File: config.mk
export PLATFORM = sky130hd
export DESIGN_NAME = mem_store_unit_flat
export DESIGN_NICKNAME = d
export VERILOG_FILES = /design/src/rtl/mem_store_unit_if.sv /design/src/rtl/mem_store_unit.sv /design/src/flat_wrapper.sv
export SDC_FILE = /design/constraint.sdc
export NUM_CORES = 1
export LEC_CHECK = 0
export ABC_AREA = 0
export CAP_MARGIN = 20
export CELL_PAD_IN_SITES_DETAIL_PLACEMENT = 1
export CELL_PAD_IN_SITES_GLOBAL_PLACEMENT = 2
export CORE_MARGIN = 2
export CORE_UTILIZATION = 27
export DETAILED_ROUTE_END_ITERATION = 10
export PLACE_DENSITY_LB_ADDON = 0.1
export SLEW_MARGIN = 5
export SYNTH_ARGS = -nofsm -noshare
export SYNTH_HDL_FRONTEND = slang
export SYNTH_SLANG_ARGS = --single-unit
File: constraint.sdc
create_clock -name clk -period 4.5 [get_ports clk]
set_input_delay 0.9 -clock clk [delete_from_list [all_inputs] [get_ports clk]]
set_output_delay 0.9 -clock clk [all_outputs]
set_load 0.02 [all_outputs]
File: src/rtl/mem_store_unit_if.sv
// Store-path bundle: MEM-stage request side plus data-memory write-beat side.
// The store unit uses the slave view; the pipeline/memory environment uses the master view.
interface mem_store_unit_if;
  logic        reqValid;
  logic        reqReady;
  logic [31:0] addr;
  logic [31:0] din;
  logic [1:0]  memOp;
  logic [1:0]  memSize;
  logic        memReqValid;
  logic        memReqReady;
  logic [31:0] memAddr;
  logic [31:0] memWdata;
  logic [3:0]  memWe;
  logic        storeDone;

  modport slave (
    input  reqValid, addr, din, memOp, memSize, memReqReady,
    output reqReady, memReqValid, memAddr, memWdata, memWe, storeDone
  );

  modport master (
    output reqValid, addr, din, memOp, memSize, memReqReady,
    input  reqReady, memReqValid, memAddr, memWdata, memWe, storeDone
  );
endinterface

File: src/rtl/mem_store_unit.sv
// Turns a MEM-stage store into one or two word-aligned byte-enabled write beats,
// splitting stores that straddle a 32-bit word boundary.
module mem_store_unit (
  input  logic             clk,
  input  logic             rst,
  mem_store_unit_if.slave  bus
);

  typedef enum logic [1:0] {IDLE, SEND_LO, SEND_HI} stateT;

  stateT       stateReg, stateNext;
  logic [29:0] waReg, waNext;
  logic [3:0]  hiWeReg, hiWeNext;
  logic [31:0] hiDataReg, hiDataNext;

  logic        memReqValidReg, memReqValidNext;
  logic [31:0] memAddrReg, memAddrNext;
  logic [31:0] memWdataReg, memWdataNext;
  logic [3:0]  memWeReg, memWeNext;
  logic        storeDoneReg, storeDoneNext;

  logic [1:0]  off;
  logic [3:0]  sizeMask;
  logic [31:0] laneMask;
  logic [7:0]  en8;
  logic [63:0] data64;
  logic        accept;

  assign off = bus.addr[1:0];

  always_comb begin
    case (bus.memSize)
      2'b00:   sizeMask = 4'b0001;
      2'b01:   sizeMask = 4'b0011;
      default: sizeMask = 4'b1111;
    endcase
  end

  generate
    for (genvar gi = 0; gi < 4; gi++) begin : gLaneMask
      assign laneMask[8*gi +: 8] = {8{sizeMask[gi]}};
    end
  endgenerate

  // Enables and data are positioned across two words; the upper half is the spill beat.
  assign en8    = {4'b0000, sizeMask} << off;
  assign data64 = {32'h0, bus.din & laneMask} << {off, 3'b000};
  assign accept = bus.reqValid && (stateReg == IDLE) && (bus.memOp == 2'b11);

  always_comb begin
    stateNext       = stateReg;
    waNext          = waReg;
    hiWeNext        = hiWeReg;
    hiDataNext      = hiDataReg;
    memReqValidNext = memReqValidReg;
    memAddrNext     = memAddrReg;
    memWdataNext    = memWdataReg;
    memWeNext       = memWeReg;
    storeDoneNext   = 1'b0;

    case (stateReg)
      IDLE: begin
        if (accept) begin
          stateNext       = SEND_LO;
          waNext          = bus.addr[31:2];
          hiWeNext        = en8[7:4];
          hiDataNext      = data64[63:32];
          memReqValidNext = 1'b1;
          memAddrNext     = {bus.addr[31:2], 2'b00};
          memWeNext       = en8[3:0];
          memWdataNext    = data64[31:0];
        end
      end
      SEND_LO: begin
        if (bus.memReqReady) begin
          if (hiWeReg != 4'b0000) begin
            stateNext    = SEND_HI;
            memAddrNext  = {waReg + 30'd1, 2'b00};
            memWeNext    = hiWeReg;
            memWdataNext = hiDataReg;
          end else begin
            stateNext       = IDLE;
            memReqValidNext = 1'b0;
            storeDoneNext   = 1'b1;
          end
        end
      end
      SEND_HI: begin
        if (bus.memReqReady) begin
          stateNext       = IDLE;
          memReqValidNext = 1'b0;
          storeDoneNext   = 1'b1;
        end
      end
      default: begin
        stateNext       = IDLE;
        memReqValidNext = 1'b0;
      end
    endcase
  end

  always_ff @(posedge clk or posedge rst) begin
    if (rst) begin
      stateReg       <= IDLE;
      waReg          <= '0;
      hiWeReg        <= '0;
      hiDataReg      <= '0;
      memReqValidReg <= 1'b0;
      memAddrReg     <= '0;
      memWdataReg    <= '0;
      memWeReg       <= '0;
      storeDoneReg   <= 1'b0;
    end else begin
      stateReg       <= stateNext;
      waReg          <= waNext;
      hiWeReg        <= hiWeNext;
      hiDataReg      <= hiDataNext;
      memReqValidReg <= memReqValidNext;
      memAddrReg     <= memAddrNext;
      memWdataReg    <= memWdataNext;
      memWeReg       <= memWeNext;
      storeDoneReg   <= storeDoneNext;
    end
  end

  assign bus.reqReady    = ~rst & (stateReg == IDLE);
  assign bus.memReqValid = memReqValidReg;
  assign bus.memAddr     = memAddrReg;
  assign bus.memWdata    = memWdataReg;
  assign bus.memWe       = memWeReg;
  assign bus.storeDone   = storeDoneReg;

endmodule

File: src/flat_wrapper.sv
// flat-port wrapper written by rule: the top's interface ports become plain ports
module mem_store_unit_flat 
  (clk, rst, bus_reqValid, bus_addr, bus_din, bus_memOp, bus_memSize, bus_memReqReady, bus_reqReady, bus_memReqValid, bus_memAddr, bus_memWdata, bus_memWe, bus_storeDone);
  mem_store_unit_if bus_i ();
  input  logic clk;
  input  logic rst;
  input wire logic [$bits(bus_i.reqValid)-1:0] bus_reqValid;
  input wire logic [$bits(bus_i.addr)-1:0] bus_addr;
  input wire logic [$bits(bus_i.din)-1:0] bus_din;
  input wire logic [$bits(bus_i.memOp)-1:0] bus_memOp;
  input wire logic [$bits(bus_i.memSize)-1:0] bus_memSize;
  input wire logic [$bits(bus_i.memReqReady)-1:0] bus_memReqReady;
  output wire logic [$bits(bus_i.reqReady)-1:0] bus_reqReady;
  output wire logic [$bits(bus_i.memReqValid)-1:0] bus_memReqValid;
  output wire logic [$bits(bus_i.memAddr)-1:0] bus_memAddr;
  output wire logic [$bits(bus_i.memWdata)-1:0] bus_memWdata;
  output wire logic [$bits(bus_i.memWe)-1:0] bus_memWe;
  output wire logic [$bits(bus_i.storeDone)-1:0] bus_storeDone;
  assign bus_i.reqValid = bus_reqValid;
  assign bus_i.addr = bus_addr;
  assign bus_i.din = bus_din;
  assign bus_i.memOp = bus_memOp;
  assign bus_i.memSize = bus_memSize;
  assign bus_i.memReqReady = bus_memReqReady;
  assign bus_reqReady = bus_i.reqReady;
  assign bus_memReqValid = bus_i.memReqValid;
  assign bus_memAddr = bus_i.memAddr;
  assign bus_memWdata = bus_i.memWdata;
  assign bus_memWe = bus_i.memWe;
  assign bus_storeDone = bus_i.storeDone;
  mem_store_unit u_core (.clk(clk), .rst(rst), .bus(bus_i));
endmodule
==> results.json <==
{
  "clockBufferDepth": 2,
  "ir_drop_mv": 0.319,
  "min_path_type": "flop to flop",
  "hold_depth": 2,
  "insertion_delay_ps": 420,
  "synth-compound-area-share_pct": 19.2,
  "wl_microns": 22800,
  "ys.flop_type": "dfrtp_1",
  "fin_ws_ps": 1280,
  "netlist_instances": 728,
  "critPathMaxStageDelay_ps": 620,
  "ant_nets": 0,
  "vias": 5862,
  "crit_path_start_kind": "flop",
  "rows": 56,
  "muxShareOfSynthArea_pct": 4.46,
  "syn-cell-area_sq_um": 6480,
  "synthTopCellsByArea": "dfrtp_1, nand2_1, o21ai_0, nor2_1, a22o_1",
  "dp_cells": 1153,
  "cts_sinks": 127,
  "hold_violations": 0,
  "antenna_found_initial": 0,
  "drt-initial-drc-count": 341,
  "cp.depth": 5,
  "first_pass_iters": 5,
  "place.gp.congestion": 0.786,
  "finalCriticalPeriod_ps": 3220,
  "rsz0062_at_grt": "no",
  "clkTransAtPathRegs_ps": 60,
  "coreArea_sq_um": 23500,
  "ys_ff_latch": 127,
  "status": "completed",
  "n_fill_cell": 2736,
  "path_buf_inv": 3,
  "cts_root_buf": "clkbuf_16",
  "avgViaCountPerCell": 4.94,
  "instances_no_fill": 1187,
  "ys_seq_area_share_pct": 49.0,
  "dieArea_sq_um": 25300,
  "cp.required_ps": 3600,
  "relSlewSlack_pct": 37.6,
  "place.port_buffers": 140,
  "criticalPathCategory": "flop to output pin",
  "synth.avg_cell_area_sq_um": 8.91,
  "io_pins": 143,
  "rr_worst_depth": 7,
  "grt_pass1_vias": 6213,
  "die_x_microns": 159,
  "holdBufCountCts": 0,
  "drv_cap": 0,
  "drv_slew": 0,
  "cts_setup_buffers": 0,
  "power_leakage_uw": 0.00376,
  "path_delay_family": "buffers and inverters",
  "yosys.area_share.simple_pct": 19.6,
  "synth_top_family_by_area": "simple AND/OR/NAND/NOR gates",
  "synthXorXnorAreaFrac_pct": 2.84,
  "cts_tree": "yes",
  "crit_path_end_kind": "output pin",
  "antenna_cells": 0,
  "layout-drive-gt1-share_pct": 9.33,
  "grt_pass1_wl_microns": 36800,
  "final_common_cell": "nand2_1",
  "yosys.area.top_type": "dfrtp_1",
  "die_h_microns": 159,
  "h-tree-depth": 4,
  "ys_types": 50,
  "pre_cts_ws_ps": 1150,
  "grt.overflow.total": 0,
  "grt_use_total_pct": 18.5,
  "areaGrowthSynthToFinish_pct": 35.8,
  "place_hpwl_microns": 16200,
  "clock_skew_ps": 8.10,
  "crit_fanout": 9,
  "path_cells": "inv_1 > ha_1 > clkinv_1 > nor2_1 > clkdlybuf4s50_1",
  "fmax_ghz": 0.310,
  "synth_fa_ha_area_share_pct": 0.772,
  "final_cell_mix": "nand2_1, clkdlybuf4s50_1, dfrtp_1",
  "worst_pin_slew_ps": 934,
  "ys_warn_count": 0,
  "p_total_uw": 6320,
  "finalSetupViolCount": 0,
  "drc": 0,
  "fin_tns_setup_ps": 0,
  "crit_path_top_delay_cell": "clkdlybuf4s50_1",
  "ctsResizeCount": 0,
  "synth_top_area_share_pct": 49.0,
  "numCtsBuffers": 17,
  "wl_per_cell_microns": 19.2,
  "power_density_nw_per_um2": 718,
  "grt_max_degree": 79,
  "initial_utilization_pct": 27.5,
  "period_share_pct": 71.6,
  "async_flop_share_pct": 100,
  "critPathArrivalTime_ps": 2320,
  "synth_edf_count": 0,
  "num-nets-final": 931
}
stage by stage:
stage | hold WS, ps | utilization [%] | cell area [sq um]
final | 481 | 37.4 | 8800
after global routing | 506 | 37.4 | 8800
after CTS | 488 | 37.3 | 8790
after detailed placement | 474 | 34.8 | 8200
after global placement | 459 | 34.8 | 8200
after floorplan | 449 | - | 6490
logic make-up after synthesis:
group,count (synthesis)
AND/OR/NAND/NOR,295
AO/OA/AOI/OAI,194
flip-flops,127
buffers and inverters,59
multiplexers,27
XOR/XNOR,21
adder cells (fa/ha/maj),4
other,1
worst reg2reg max path, stage by stage, from the launching register on:
cell,delay (ps)
dfrtp_1,400
inv_1,100
ha_1,290
clkinv_1,320
o221ai_2,370
a21o_2,700
buf_4,430
o21ai_0,160
layout make-up:
type,count,area (sq um),area share (%)
flip-flops and latches,127,3180,36.1
multi-input cells,543,3060,34.8
repair buffers,157,1540,17.5
clock buffers,17,425,4.83
well taps,319,399,4.53
clock inverters,15,161,1.83
inverters,9,36.3,0.412
flip-flops by register name, indices dropped and copies added (netlist names):
name and cells:
u_core.hiDataReg 24, u_core.bus.memWdata 32, u_core.waReg 30, u_core.bus.memAddr 30
u_core.hiWeReg 3, u_core.bus.storeDone 1, u_core.stateReg 2, u_core.bus.memReqValid 1
u_core.bus.memWe 4
power breakdown:
group	total, uW	switching [uW]	leakage, uW	internal [uW]
clock	1400	579	0.000277	823
combinational	2840	1630	0.00188	1210
sequential	2080	418	0.00161	1660
total	6320	2620	0.00376	3700
per-layer routing:
metal | vias to the layer above | track usage, % | wire (microns)
met4 | 0 | 4.71 | 201
met3 | 11 | 3.23 | 887
li1 | 2822 | - | -
met1 | 2910 | 26.9 | 11400
met5 | - | 0 | 0
met2 | 119 | 28.6 | 10400
path summary, 6_finish.rpt:
path                                        from                 endpoint  slack [ps]
max in group asynchronous                    rst  u_core.bus.memWdata[27]        2620
hold / removal             u_core.bus.memAddr[3]    u_core.bus.memAddr[3]         480
setup / recovery              u_core.stateReg[0]             bus_reqReady        1280
setup reg to reg              u_core.stateReg[0]    u_core.bus.memAddr[8]        1590
min in group asynchronous                    rst   u_core.bus.memAddr[25]         970
hold reg to reg            u_core.bus.memAddr[3]    u_core.bus.memAddr[3]         480
cells in the mapped netlist, types with 2 or more instances:
| master | instances |
|---|---|
| nand4_1 | 9 |
| and3_1 | 6 |
| nor2_1 | 62 |
| a21oi_1 | 31 |
| nor4_1 | 5 |
| a31oi_1 | 4 |
| dfrtp_1 | 127 |
| nand3_1 | 19 |
| buf_4 | 4 |
| nand2_1 | 172 |
| mux2_2 | 15 |
| a31o_2 | 2 |
| or2_2 | 3 |
| a211oi_1 | 3 |
| and4_1 | 3 |
| nor3_1 | 5 |
| buf_2 | 13 |
| clkbuf_1 | 26 |
| o31ai_1 | 10 |
| xnor2_1 | 7 |
| a22o_1 | 25 |
| buf_1 | 5 |
| inv_1 | 7 |
| a22oi_1 | 3 |
| mux2i_1 | 12 |
| a21o_1 | 7 |
| xor2_1 | 14 |
| clkinv_1 | 2 |
| ha_1 | 4 |
| o21ai_0 | 81 |
| and3b_1 | 2 |
| a2bb2oi_1 | 6 |
| a221oi_1 | 17 |
Power figures use the tool's default switching activity.
